==> config.mk <==
export PLATFORM = sky130hd
export DESIGN_NAME = vga_term_writer
export DESIGN_NICKNAME = d
export VERILOG_FILES = /design/src/rtl/vga_term_writer.sv
export SDC_FILE = /design/constraint.sdc
export NUM_CORES = 1
export LEC_CHECK = 0
export CAP_MARGIN = 10
export CORE_MARGIN = 2
export CORE_UTILIZATION = 25
export CTS_BUF_LIST = sky130_fd_sc_hd__clkbuf_8
export CTS_CLUSTER_SIZE = 25
export DETAILED_ROUTE_END_ITERATION = 8
export PLACE_DENSITY = 0.46
export SLEW_MARGIN = 40
export SYNTH_ARGS = -nofsm -noshare
export SYNTH_HDL_FRONTEND = slang
export SYNTH_SLANG_ARGS = --single-unit
export TNS_END_PERCENT = 1
==> constraint.sdc <==
create_clock -name sys_clk -period 2.2 [get_ports sys_clk]
set_input_delay 0.44 -clock sys_clk [delete_from_list [all_inputs] [get_ports sys_clk]]
set_output_delay 0.44 -clock sys_clk [all_outputs]
set_load 0.05 [all_outputs]
==> src/rtl/vga_term_writer.sv <==
// Text-terminal writer: turns byte/attribute/cursor commands into character and attribute RAM writes.
// Define VGA_TERM_ROWCLEAR_EN to blank each newly entered row on every row advance.
module vga_term_writer #(
    parameter int unsigned COLS        = 40,
    parameter int unsigned ROWS        = 30,
    parameter logic [7:0]  RESET_COLOR = 8'hF0
) (
    input  logic        sys_clk,
    input  logic        n_reset,
    input  logic        in_valid,
    output logic        in_ready,
    input  logic [1:0]  in_sel,
    input  logic [7:0]  in_data,
    output logic        wr_en,
    output logic [12:0] wr_addr,
    output logic [7:0]  wr_data,
    output logic [5:0]  cur_col,
    output logic [5:0]  cur_row
);

    localparam logic [5:0] LastCol = 6'(COLS - 1);
    localparam logic [5:0] LastRow = 6'(ROWS - 1);
    localparam logic [7:0] CharBs  = 8'h08;
    localparam logic [7:0] CharLf  = 8'h0A;
    localparam logic [7:0] CharFf  = 8'h0C;
    localparam logic [7:0] CharCr  = 8'h0D;
    localparam logic [7:0] CharSp  = 8'h20;

    typedef enum logic [2:0] {
        StIdle,
        StWrChar,
        StWrAttr,
        StClrCellC,
        StClrCellA
`ifdef VGA_TERM_ROWCLEAR_EN
        ,
        StClrRowC,
        StClrRowA
`endif
    } state_e;

    state_e     r_state;
    state_e     w_state_nxt;
    logic [5:0] r_col;
    logic [5:0] r_row;
    logic [7:0] r_attr;
    logic [7:0] r_char;
    logic [5:0] r_clr_col;
    logic [5:0] r_clr_row;

    logic       w_accept;
    logic       w_last_col;
    logic       w_last_row;
    logic       w_clr_last_col;
    logic       w_clr_last_row;
    logic [5:0] w_col_inc;
    logic [5:0] w_row_inc;
    logic [5:0] w_col_clamp;
    logic [5:0] w_row_clamp;

    assign w_accept       = in_valid & in_ready;
    assign w_last_col     = (r_col == LastCol);
    assign w_last_row     = (r_row == LastRow);
    assign w_clr_last_col = (r_clr_col == LastCol);
    assign w_clr_last_row = (r_clr_row == LastRow);
    assign w_col_inc      = r_col + 6'd1;
    assign w_row_inc      = w_last_row ? 6'd0 : r_row + 6'd1;
    assign w_col_clamp    = (in_data > {2'b00, LastCol}) ? LastCol : in_data[5:0];
    assign w_row_clamp    = (in_data > {2'b00, LastRow}) ? LastRow : in_data[5:0];

    assign cur_col = r_col;
    assign cur_row = r_row;

    always_ff @(posedge sys_clk) begin
        if (!n_reset) begin
            r_state <= StIdle;
        end else begin
            r_state <= w_state_nxt;
        end
    end

    always_comb begin
        w_state_nxt = r_state;
        unique case (r_state)
            StIdle: begin
                if (w_accept && in_sel == 2'd0) begin
                    case (in_data)
                        CharFf:         w_state_nxt = StClrCellC;
`ifdef VGA_TERM_ROWCLEAR_EN
                        CharLf:         w_state_nxt = StClrRowC;
`else
                        CharLf:         w_state_nxt = StIdle;
`endif
                        CharBs, CharCr: w_state_nxt = StIdle;
                        default:        w_state_nxt = StWrChar;
                    endcase
                end
            end
            StWrChar: w_state_nxt = StWrAttr;
`ifdef VGA_TERM_ROWCLEAR_EN
            StWrAttr: w_state_nxt = w_last_col ? StClrRowC : StIdle;
`else
            StWrAttr: w_state_nxt = StIdle;
`endif
            StClrCellC: w_state_nxt = StClrCellA;
            StClrCellA: begin
                w_state_nxt = (w_clr_last_col && w_clr_last_row) ? StIdle : StClrCellC;
            end
`ifdef VGA_TERM_ROWCLEAR_EN
            StClrRowC: w_state_nxt = StClrRowA;
            StClrRowA: w_state_nxt = w_clr_last_col ? StIdle : StClrRowC;
`endif
            default: w_state_nxt = StIdle;
        endcase
    end

    always_comb begin
        in_ready = 1'b0;
        wr_en    = 1'b0;
        wr_addr  = 13'd0;
        wr_data  = 8'd0;
        unique case (r_state)
            StIdle: in_ready = 1'b1;
            StWrChar: begin
                wr_en   = 1'b1;
                wr_addr = {1'b0, r_row, r_col};
                wr_data = r_char;
            end
            StWrAttr: begin
                wr_en   = 1'b1;
                wr_addr = {1'b1, r_row, r_col};
                wr_data = r_attr;
            end
            StClrCellC: begin
                wr_en   = 1'b1;
                wr_addr = {1'b0, r_clr_row, r_clr_col};
                wr_data = CharSp;
            end
            StClrCellA: begin
                wr_en   = 1'b1;
                wr_addr = {1'b1, r_clr_row, r_clr_col};
                wr_data = r_attr;
            end
`ifdef VGA_TERM_ROWCLEAR_EN
            StClrRowC: begin
                wr_en   = 1'b1;
                wr_addr = {1'b0, r_row, r_clr_col};
                wr_data = CharSp;
            end
            StClrRowA: begin
                wr_en   = 1'b1;
                wr_addr = {1'b1, r_row, r_clr_col};
                wr_data = r_attr;
            end
`endif
            default: ;
        endcase
    end

    // Cursor, attribute and clear-scan counters.
    always_ff @(posedge sys_clk) begin
        if (!n_reset) begin
            r_col     <= 6'd0;
            r_row     <= 6'd0;
            r_attr    <= RESET_COLOR;
            r_char    <= 8'd0;
            r_clr_col <= 6'd0;
            r_clr_row <= 6'd0;
        end else begin
            unique case (r_state)
                StIdle: begin
                    if (w_accept) begin
                        r_clr_col <= 6'd0;
                        r_clr_row <= 6'd0;
                        unique case (in_sel)
                            2'd0: begin
                                r_char <= in_data;
                                case (in_data)
                                    CharCr: r_col <= 6'd0;
                                    CharLf: begin
                                        r_col <= 6'd0;
                                        r_row <= w_row_inc;
                                    end
                                    CharBs: begin
                                        if (r_col != 6'd0) begin
                                            r_col <= r_col - 6'd1;
                                        end
                                    end
                                    default: ;
                                endcase
                            end
                            2'd1: r_attr <= in_data;
                            2'd2: r_col <= w_col_clamp;
                            2'd3: r_row <= w_row_clamp;
                            default: ;
                        endcase
                    end
                end
                StWrAttr: begin
                    r_clr_col <= 6'd0;
                    if (w_last_col) begin
                        r_col <= 6'd0;
                        r_row <= w_row_inc;
                    end else begin
                        r_col <= w_col_inc;
                    end
                end
                StClrCellA: begin
                    if (w_clr_last_col) begin
                        r_clr_col <= 6'd0;
                        if (w_clr_last_row) begin
                            r_col <= 6'd0;
                            r_row <= 6'd0;
                        end else begin
                            r_clr_row <= r_clr_row + 6'd1;
                        end
                    end else begin
                        r_clr_col <= r_clr_col + 6'd1;
                    end
                end
`ifdef VGA_TERM_ROWCLEAR_EN
                StClrRowA: r_clr_col <= r_clr_col + 6'd1;
`endif
                default: ;
            endcase
        end
    end

endmodule

==> reports/metrics.json, run 1 <==
{
  "floorplanning": {
    "floorplan.io_pins": 48,
    "placementRows": 40,
    "die_h_um": 115,
    "dieWidth_um": 115,
    "core_sq_um": 12000,
    "dieArea_sq_um": 13200,
    "initial_standard_cell_utilization_of_the_core_pct": 25.6
  },
  "route": {
    "vias_per_cell": 5.08,
    "drt_first_pass_iters": 4,
    "route.vias.total": 3203,
    "detail_route.wl_per_cell_um": 16.4,
    "final_antenna_net_count": 0,
    "drt_drc_violations_left": 0,
    "route.final.wire_length_um": 10300,
    "detailedRoute.firstIterationViolations": 195
  },
  "pwr": {
    "combPwrFrac_pct": 27.7,
    "static-leakage-power_nw": 1.85,
    "internal_power_mw": 1.43,
    "vdd_drop_max_uv": 235,
    "p_sw_share_pct": 31.1,
    "switching_power_uw": 645,
    "clkPwrFrac_pct": 32.1,
    "power.density_cell_area_nw_per_um2": 449,
    "sequential_cell_fraction_of_total_power_pct": 40.1
  },
  "clocking": {
    "htreeDepth": 2,
    "cts_inserted_buffers": 5,
    "cts.root.buffer_cell": "sky130_fd_sc_hd__clkbuf_8",
    "clk_pin_slew_ns": 0.09,
    "clock_tree_from_tritoncts": "yes",
    "cts.sink_count": 43,
    "hold_buffers": 0,
    "clockBufferDepth": 2,
    "worst_skew_pair.late_latency_ns": 0.30
  },
  "placed_design": {
    "dp.final_hpwl_um": 7900,
    "dp_cells": 619,
    "buffer_ports.inserted": 47,
    "postPlaceCellArea_sq_um": 4400,
    "gpl.final_weighted_congestion": 0.876
  },
  "logic_synthesis": {
    "synthXorXnorAreaFrac_pct": 4.27,
    "synth_area_sq_um": 3070,
    "dominant_combinational_cell_family_by_area_after_synthesis": "simple AND/OR/NAND/NOR gates",
    "synth.mux.area_fraction_pct": 8.51,
    "number_of_flip_flops_and_latches_in_the_synthesized_netlist": 43,
    "area_share_of_and_or_nand_nor_cells_after_synthesis_pct": 25.9,
    "synth.area.top_cells": "sky130_fd_sc_hd__dfxtp_1, sky130_fd_sc_hd__mux2i_1, sky130_fd_sc_hd__nor2_1, sky130_fd_sc_hd__nand2_1, sky130_fd_sc_hd__o21ai_0",
    "synth-adder-area-share_pct": 2.85,
    "synth-seq-area-share_pct": 28.0,
    "synth.cells.most_frequent": "sky130_fd_sc_hd__nor2_1, sky130_fd_sc_hd__dfxtp_1, sky130_fd_sc_hd__nand2_1",
    "syn_inst": 385,
    "number_of_distinct_standard_cells_referenced_by_the_synthesized_netlist": 67,
    "synth_compound_gate_area_share_pct": 25.4,
    "ys.warnings.count": 0,
    "synth_flop_cell": "sky130_fd_sc_hd__dfxtp_1",
    "synthMostInstantiatedCell": "sky130_fd_sc_hd__nor2_1",
    "synth_area_per_cell_sq_um": 7.98,
    "asyncSetResetFlopFracSynth_pct": 0,
    "synth_edf_count": 0,
    "post-synth-top-area-fraction_pct": 28.0,
    "postSynthNetCount": 405,
    "synth_largest_area_cell": "sky130_fd_sc_hd__dfxtp_1"
  },
  "setup_path": {
    "critical_path.max_stage_delay_ns": 0.87,
    "cp-start-kind": "flip-flop",
    "setup.worst_path.end": "cur_col[4]",
    "critical_path.top_delay_family": "buffers and inverters",
    "critical_path_arrival_ns": 1.71,
    "slowest_stage": "sky130_fd_sc_hd__clkdlybuf4s50_1",
    "setup.worst_path.end_class": "primary output",
    "timing.reg2reg.setup_slack_ns": 0.15,
    "worst_r2r_startpoint": "r_clr_col[0]",
    "cp_data_required_time_ns": 1.76,
    "crit_start": "cur_col[4]",
    "worstPathBufferInverterCount": 1,
    "cp_num_cells": 1,
    "timing_worst_setup_path_type": "flip-flop to primary output",
    "rr_worst_depth": 7,
    "worstReg2RegEnd": "cur_row[2]",
    "crit_fanout": 8,
    "critical_path_cell_list": "clkdlybuf4s50_1"
  },
  "timing": {
    "setup_total_negative_slack_ns": 0,
    "period_share_pct": 97.7,
    "worst_slew_pin_slew_ns": 0.499,
    "period_needed_ns": 2.15,
    "clock_skew_ns": 0.00947,
    "finalMaxSlewViolations": 0,
    "finalSetupViolCount": 0,
    "maxSlewHeadroom_pct": 66.6,
    "setup_repair_after_global_routing_missed_its_margin": "true",
    "hold_viol_final": 0,
    "hold_ws_ns": 0.492,
    "maxClockFrequency_ghz": 0.465
  },
  "grt": {
    "grt.overflow.total": 0,
    "antenna_found_initial": 0,
    "grt_start_max_net_pins": 28,
    "wire_length_of_the_first_global_routing_pass_um": 17100,
    "global_route.usage.total_pct": 16.3,
    "first_global_vias": 3242
  },
  "layout": {
    "relative_area_change_from_synthesis_to_final_layout_pct": 50.6,
    "post_route_cell_area_sq_um": 4630,
    "drive_above_1_share_pct": 30.6,
    "final_core_occ_pct": 38.6,
    "antenna_cells": 0,
    "instances_no_fill": 630,
    "num-nets-final": 502
  },
  "status": {
    "outcome": "completed"
  },
  "worst_hold_path": {
    "hold_class": "flip-flop to flip-flop"
  },
  "job": {
    "max_cap_violations": 0
  }
}
-- cell type report --
type | count | area [sq um]
Tap cell | 147 | 184
Clock buffer | 6 | 82.6
Timing Repair Buffer | 118 | 1260
Sequential cell | 43 | 870
Fill cell | 1248 | 7380
Clock inverter | 2 | 35.0
Multi-Input combinational cell | 305 | 2160
Inverter | 9 | 37.5
-- logic make-up after synthesis --
logic type               after synthesis
adder cells (fa/ha/maj)                7
buffers and inverters                 37
multiplexers                          26
flip-flops                            43
XOR/XNOR                              15
AND/OR/NAND/NOR                      152
AO/OA/AOI/OAI                        105
-- cell usage in the layout, fill, tap and decap left out, types with 7 or more instances in the layout --
master	count
sky130_fd_sc_hd__dfxtp_1	40
sky130_fd_sc_hd__xnor2_1	10
sky130_fd_sc_hd__mux2i_1	25
sky130_fd_sc_hd__nor3_1	12
sky130_fd_sc_hd__inv_1	8
sky130_fd_sc_hd__ha_1	7
sky130_fd_sc_hd__a31oi_1	8
sky130_fd_sc_hd__nand2_1	36
sky130_fd_sc_hd__nor2_1	45
sky130_fd_sc_hd__o21ai_0	15
sky130_fd_sc_hd__o21ai_2	11
sky130_fd_sc_hd__a21oi_1	11
sky130_fd_sc_hd__buf_12	25
sky130_fd_sc_hd__buf_4	71
sky130_fd_sc_hd__nand3_1	12
sky130_fd_sc_hd__clkdlybuf4s50_1	19
-- worst min-delay path: cells and delay by family (launching register included) --
kind	cells	cell delay [ns]
and+or+nand+nor	1	0.06
DFF	1	0.34
muxes	1	0.07
-- state kept, by name, summed over array words and instances (netlist names) --
register	flops
r_char	8
r_clr_row	6
r_clr_col	6
r_attr	8
r_state	3
cur_row	6
cur_col	6
-- stage by stage --
step / setup slack, ns / total power, mW
after floorplan: -0.181 / 1.15
after global placement: -0.249 / 1.41
after detailed placement: -0.299 / 1.41
after CTS: 0.00106 / 2.10
after global routing: -0.0188 / 2.18
final: 0.0501 / 2.08
-- worst min-delay path by stage --
| stage | start | end | slack, ns | cells past startpoint |
|---|---|---|---|---|
| final | r_attr[6] | r_attr[6] | 0.49 | 2 |
| after global routing | r_attr[4] | r_attr[4] | 0.53 | 2 |
| after CTS | r_attr[6] | r_attr[6] | 0.49 | 2 |
| after detailed placement | r_attr[6] | r_attr[6] | 0.47 | 2 |
| after global placement | r_attr[4] | r_attr[4] | 0.46 | 2 |
| after floorplan | r_attr[5] | r_attr[5] | 0.44 | 2 |
-- metal layers --
layer / GRT usage (%) / part of all wire, % / vias to the layer above
met5: 0 / 0 / -
met4: 4.18 / 1.4 / 0
met3: 3.43 / 3.4 / 11
met2: 26.1 / 47 / 62
met1: 22.3 / 48 / 1525
li1: - / - / 1605
-- power groups by stage --
stage               combinational (mW)  clock (mW)  sequential [mW]
floorplan                        0.268           0            0.884
global placement                 0.559           0            0.851
detailed placement               0.560           0            0.852
CTS                              0.568       0.700            0.835
global route                     0.622       0.722            0.839
finish                           0.576       0.668            0.834
-- timing repair --
action                                 CTS  global route
setup buffers                            2             1
setup endpoints to repair               20            29
pin swaps                                0             2
gates resized for setup                  9            17
endpoints found under the hold margin    0             0
Power figures use the tool's default switching activity.
==> run 2, diff against run 1 <==
Settings changed: PLACE_DENSITY 0.46 to unset, PLACE_DENSITY_LB_ADDON set to 0.2.
==> run 2 against run 1 <==
Non-clock buffer count down 2. Critical endpoint is now wr_data[7]. Via count up 1.5%. Power down 4.6%. Highest routed layer unchanged. Clock-buffer cell count up 1.
==> reports/metrics.json, run 2 (same netlist as run 1, synthesis figures left out) <==
{
  "status": {
    "outcome": {"value": "completed", "change": "unchanged"}
  },
  "pwr": {
    "total_power": {"value": 1.98, "unit": "mW", "change": "was 2.08 mW"},
    "sequential_cell_fraction_of_total_power": {"value": 42.3, "unit": "%", "change": "was 40.1%"},
    "switching_power": {"value": 643, "unit": "uW", "change": "was 645 uW"},
    "power.density_cell_area": {"value": 432, "unit": "nW/um^2", "change": "was 449 nW/um^2"},
    "internal_power": {"value": 1.34, "unit": "mW", "change": "was 1.43 mW"},
    "p_sw_share": {"value": 32.4, "unit": "%", "change": "was 31.1%"},
    "static-leakage-power": {"value": 1.86, "unit": "nW", "change": "was 1.85 nW"},
    "clkPwrFrac": {"value": 29.4, "unit": "%", "change": "was 32.1%"},
    "vdd_drop_max": {"value": 184, "unit": "uV", "change": "was 235 uV"},
    "combPwrFrac": {"value": 28.3, "unit": "%", "change": "was 27.7%"}
  },
  "floorplanning": {
    "die_h": {"value": 115, "unit": "um", "change": "unchanged"},
    "floorplan.io_pins": {"value": 48, "change": "unchanged"},
    "dieArea": {"value": 13200, "unit": "sq um", "change": "unchanged"},
    "dieWidth": {"value": 115, "unit": "um", "change": "unchanged"},
    "core": {"value": 12000, "unit": "sq um", "change": "unchanged"},
    "initial_standard_cell_utilization_of_the_core": {"value": 25.6, "unit": "%", "change": "unchanged"},
    "placementRows": {"value": 40, "change": "unchanged"}
  },
  "setup_path": {
    "cp-start-kind": {"value": "flip-flop", "change": "unchanged"},
    "timing_worst_setup_path_type": {"value": "flip-flop to primary output", "change": "unchanged"},
    "setup.worst_path.end_class": {"value": "primary output", "change": "unchanged"},
    "critical_path_cell_list": {"value": "buf_4 -> nor2b_1 -> a21oi_1 -> o21ai_2 -> buf_12", "change": "was clkdlybuf4s50_1"},
    "crit_fanout": {"value": 12, "change": "was 8"},
    "worstPathBufferInverterCount": {"value": 2, "change": "was 1"},
    "critical_path.top_delay_family": {"value": "buffers and inverters", "change": "unchanged"},
    "cp_data_required_time": {"value": 1.76, "unit": "ns", "change": "about the same"},
    "slowest_stage": {"value": "sky130_fd_sc_hd__dfxtp_1", "change": "was sky130_fd_sc_hd__clkdlybuf4s50_1"},
    "critical_path_arrival": {"value": 1.74, "unit": "ns", "change": "was 1.71 ns"},
    "crit_start": {"value": "r_state[0]", "change": "was cur_col[4]"},
    "worst_r2r_startpoint": {"value": "r_clr_col[0]", "change": "unchanged"},
    "critical_path.max_stage_delay": {"value": 0.41, "unit": "ns", "change": "was 0.87 ns"}
  },
  "worst_hold_path": {
    "hold_class": {"value": "flip-flop to flip-flop", "change": "unchanged"},
    "hold_path_startpoint": {"value": "r_attr[6]", "change": "unchanged"}
  },
  "timing": {
    "setup_repair_after_global_routing_missed_its_margin": {"value": "true", "change": "unchanged"},
    "maxSlewHeadroom": {"value": 62.2, "unit": "%", "change": "was 66.6%"},
    "period_share": {"value": 98.9, "unit": "%", "change": "was 97.7%"},
    "finalSetupViolCount": {"value": 0, "change": "unchanged"},
    "maxClockFrequency": {"value": 0.459, "unit": "GHz", "change": "was 0.465 GHz"},
    "clock_skew": {"value": 0.00670, "unit": "ns", "change": "was 0.00947 ns"},
    "worst_slew_pin_slew": {"value": 0.566, "unit": "ns", "change": "was 0.499 ns"},
    "finalMaxSlewViolations": {"value": 0, "change": "unchanged"},
    "hold_viol_final": {"value": 0, "change": "unchanged"},
    "period_needed": {"value": 2.18, "unit": "ns", "change": "was 2.15 ns"}
  },
  "clocking": {
    "clock_tree_from_tritoncts": {"value": "yes", "change": "unchanged"},
    "cts.sink_count": {"value": 43, "change": "unchanged"},
    "hold_buffers": {"value": 0, "change": "unchanged"},
    "htreeDepth": {"value": 2, "change": "unchanged"},
    "cts.root.buffer_cell": {"value": "sky130_fd_sc_hd__clkbuf_8", "change": "unchanged"},
    "cts_inserted_buffers": {"value": 5, "change": "unchanged"},
    "clockBufferDepth": {"value": 2, "change": "unchanged"},
    "clk_pin_slew": {"value": 0.09, "unit": "ns", "change": "about the same"},
    "worst_skew_pair.late_latency": {"value": 0.30, "unit": "ns", "change": "about the same"}
  },
  "layout": {
    "register_area": {"value": 865, "unit": "sq um", "change": "was 870 sq um"},
    "mostFrequentLayoutCell": {"value": "sky130_fd_sc_hd__buf_4", "change": "unchanged"},
    "instances_no_fill": {"value": 628, "change": "was 630"},
    "largest_registers": {"value": "r_attr (8), r_char (8)", "change": "unchanged"},
    "layout_common_cells": {"value": "sky130_fd_sc_hd__buf_4, sky130_fd_sc_hd__nor2_1, sky130_fd_sc_hd__dfxtp_1, sky130_fd_sc_hd__nand2_1, sky130_fd_sc_hd__mux2i_1", "change": "was sky130_fd_sc_hd__buf_4, sky130_fd_sc_hd__nor2_1, sky130_fd_sc_hd__dfxtp_1, sky130_fd_sc_hd__nand2_1"},
    "antenna_cells": {"value": 0, "change": "unchanged"},
    "multiInputGateArea": {"value": 2180, "unit": "sq um", "change": "was 2160 sq um"},
    "relative_area_change_from_synthesis_to_final_layout": {"value": 49.4, "unit": "%", "change": "was 50.6%"},
    "drive_above_1_share": {"value": 30.1, "unit": "%", "change": "was 30.6%"},
    "num-nets-final": {"value": 500, "change": "was 502"},
    "nFillCells": {"value": 1259, "change": "was 1,248"}
  },
  "placed_design": {
    "buffer_ports.inserted": {"value": 47, "change": "unchanged"},
    "dp.final_hpwl": {"value": 8030, "unit": "um", "change": "was 7900 um"},
    "dp_cells": {"value": 618, "change": "was 619"},
    "gpl.final_weighted_congestion": {"value": 0.809, "change": "was 0.876"}
  },
  "route": {
    "drt_drc_violations_left": {"value": 0, "change": "unchanged"},
    "detail_route.wl_per_cell": {"value": 16.8, "unit": "um", "change": "was 16.4 um"},
    "detailedRoute.firstIterationViolations": {"value": 173, "change": "was 195"},
    "final_antenna_net_count": {"value": 0, "change": "unchanged"},
    "drt_first_pass_iters": {"value": 4, "change": "unchanged"},
    "route.vias.total": {"value": 3252, "change": "was 3,203"},
    "route.final.wire_length": {"value": 10600, "unit": "um", "change": "was 10,300 um"},
    "vias_per_cell": {"value": 5.18, "change": "was 5.08"}
  },
  "grt": {
    "grt_start_max_net_pins": {"value": 21, "change": "was 28"},
    "grt.overflow.total": {"value": 0, "change": "unchanged"},
    "wire_length_of_the_first_global_routing_pass": {"value": 17000, "unit": "um", "change": "was 17,100 um"},
    "antenna_found_initial": {"value": 0, "change": "unchanged"},
    "first_global_vias": {"value": 3206, "change": "was 3,242"},
    "global_route.usage.total": {"value": 16.2, "unit": "%", "change": "was 16.3%"}
  },
  "job": {
    "max_cap_violations": {"value": 0, "change": "unchanged"}
  }
}
-- run 2: area by class of cell --
cell class              instances  share of cell area (%)
multi-input cells             305                    47.4
inverters                       9                   0.817
flip-flops and latches         43                    18.8
repair buffers                116                    26.7
well taps                     147                    4.00
clock inverters                 1                   0.163
clock buffers                   7                    2.10
-- run 2: worst paths after layout --
check          endpoint  slack [ns]  cells past startpoint
max          wr_data[7]        0.02                      5
min           r_attr[6]        0.49                      2
max reg2reg  cur_col[5]        0.14                      8
min reg2reg   r_attr[6]        0.49                      2
-- run 2: power groups by stage --
stage | Combinational (mW) | Sequential, mW | Clock [mW]
after detailed placement | 0.550 | 0.856 | 0
final | 0.561 | 0.840 | 0.582
after floorplan | 0.268 | 0.884 | 0
after global placement | 0.549 | 0.856 | 0
after CTS | 0.557 | 0.839 | 0.601
after global routing | 0.603 | 0.844 | 0.637
-- run 2: timing repair --
item / 4_1_cts / 5_1_grt
pin swaps: 0 / 1
resized for setup: 6 / 16
setup endpoints to repair: 20 / 35
setup buffers: 2 / 0
-- run 2: worst min-delay path, cell delays in order, from the launching register on --
cell	delay [ns]
sky130_fd_sc_hd__dfxtp_1	0.34
sky130_fd_sc_hd__mux2i_1	0.07
sky130_fd_sc_hd__nand2_1	0.05
-- run 2: layer usage --
metal,track usage (%),part of all wire [%],wire (um),vias to the layer above
met4,4.10,1.6,168,0
met2,26.7,47,4920,77
met1,21.9,48,5030,1556
met3,3.00,4.2,449,13
li1,-,-,-,1606
met5,0,0,0,-
-- run 2: stage by stage --
step / setup TNS (ns) / hold slack [ns] / setup WS (ns) / instance area, sq um / util, %
floorplan: -2.42 / 0.438 / -0.181 / 3130 / -
global placement: -2.15 / 0.459 / -0.230 / 4390 / 36.6
detailed placement: -2.48 / 0.469 / -0.265 / 4390 / 36.6
CTS: 0 / 0.493 / 0.00932 / 4530 / 37.7
global route: -0.0952 / 0.535 / -0.0426 / 4590 / 38.2
finish: 0 / 0.486 / 0.0233 / 4590 / 38.2
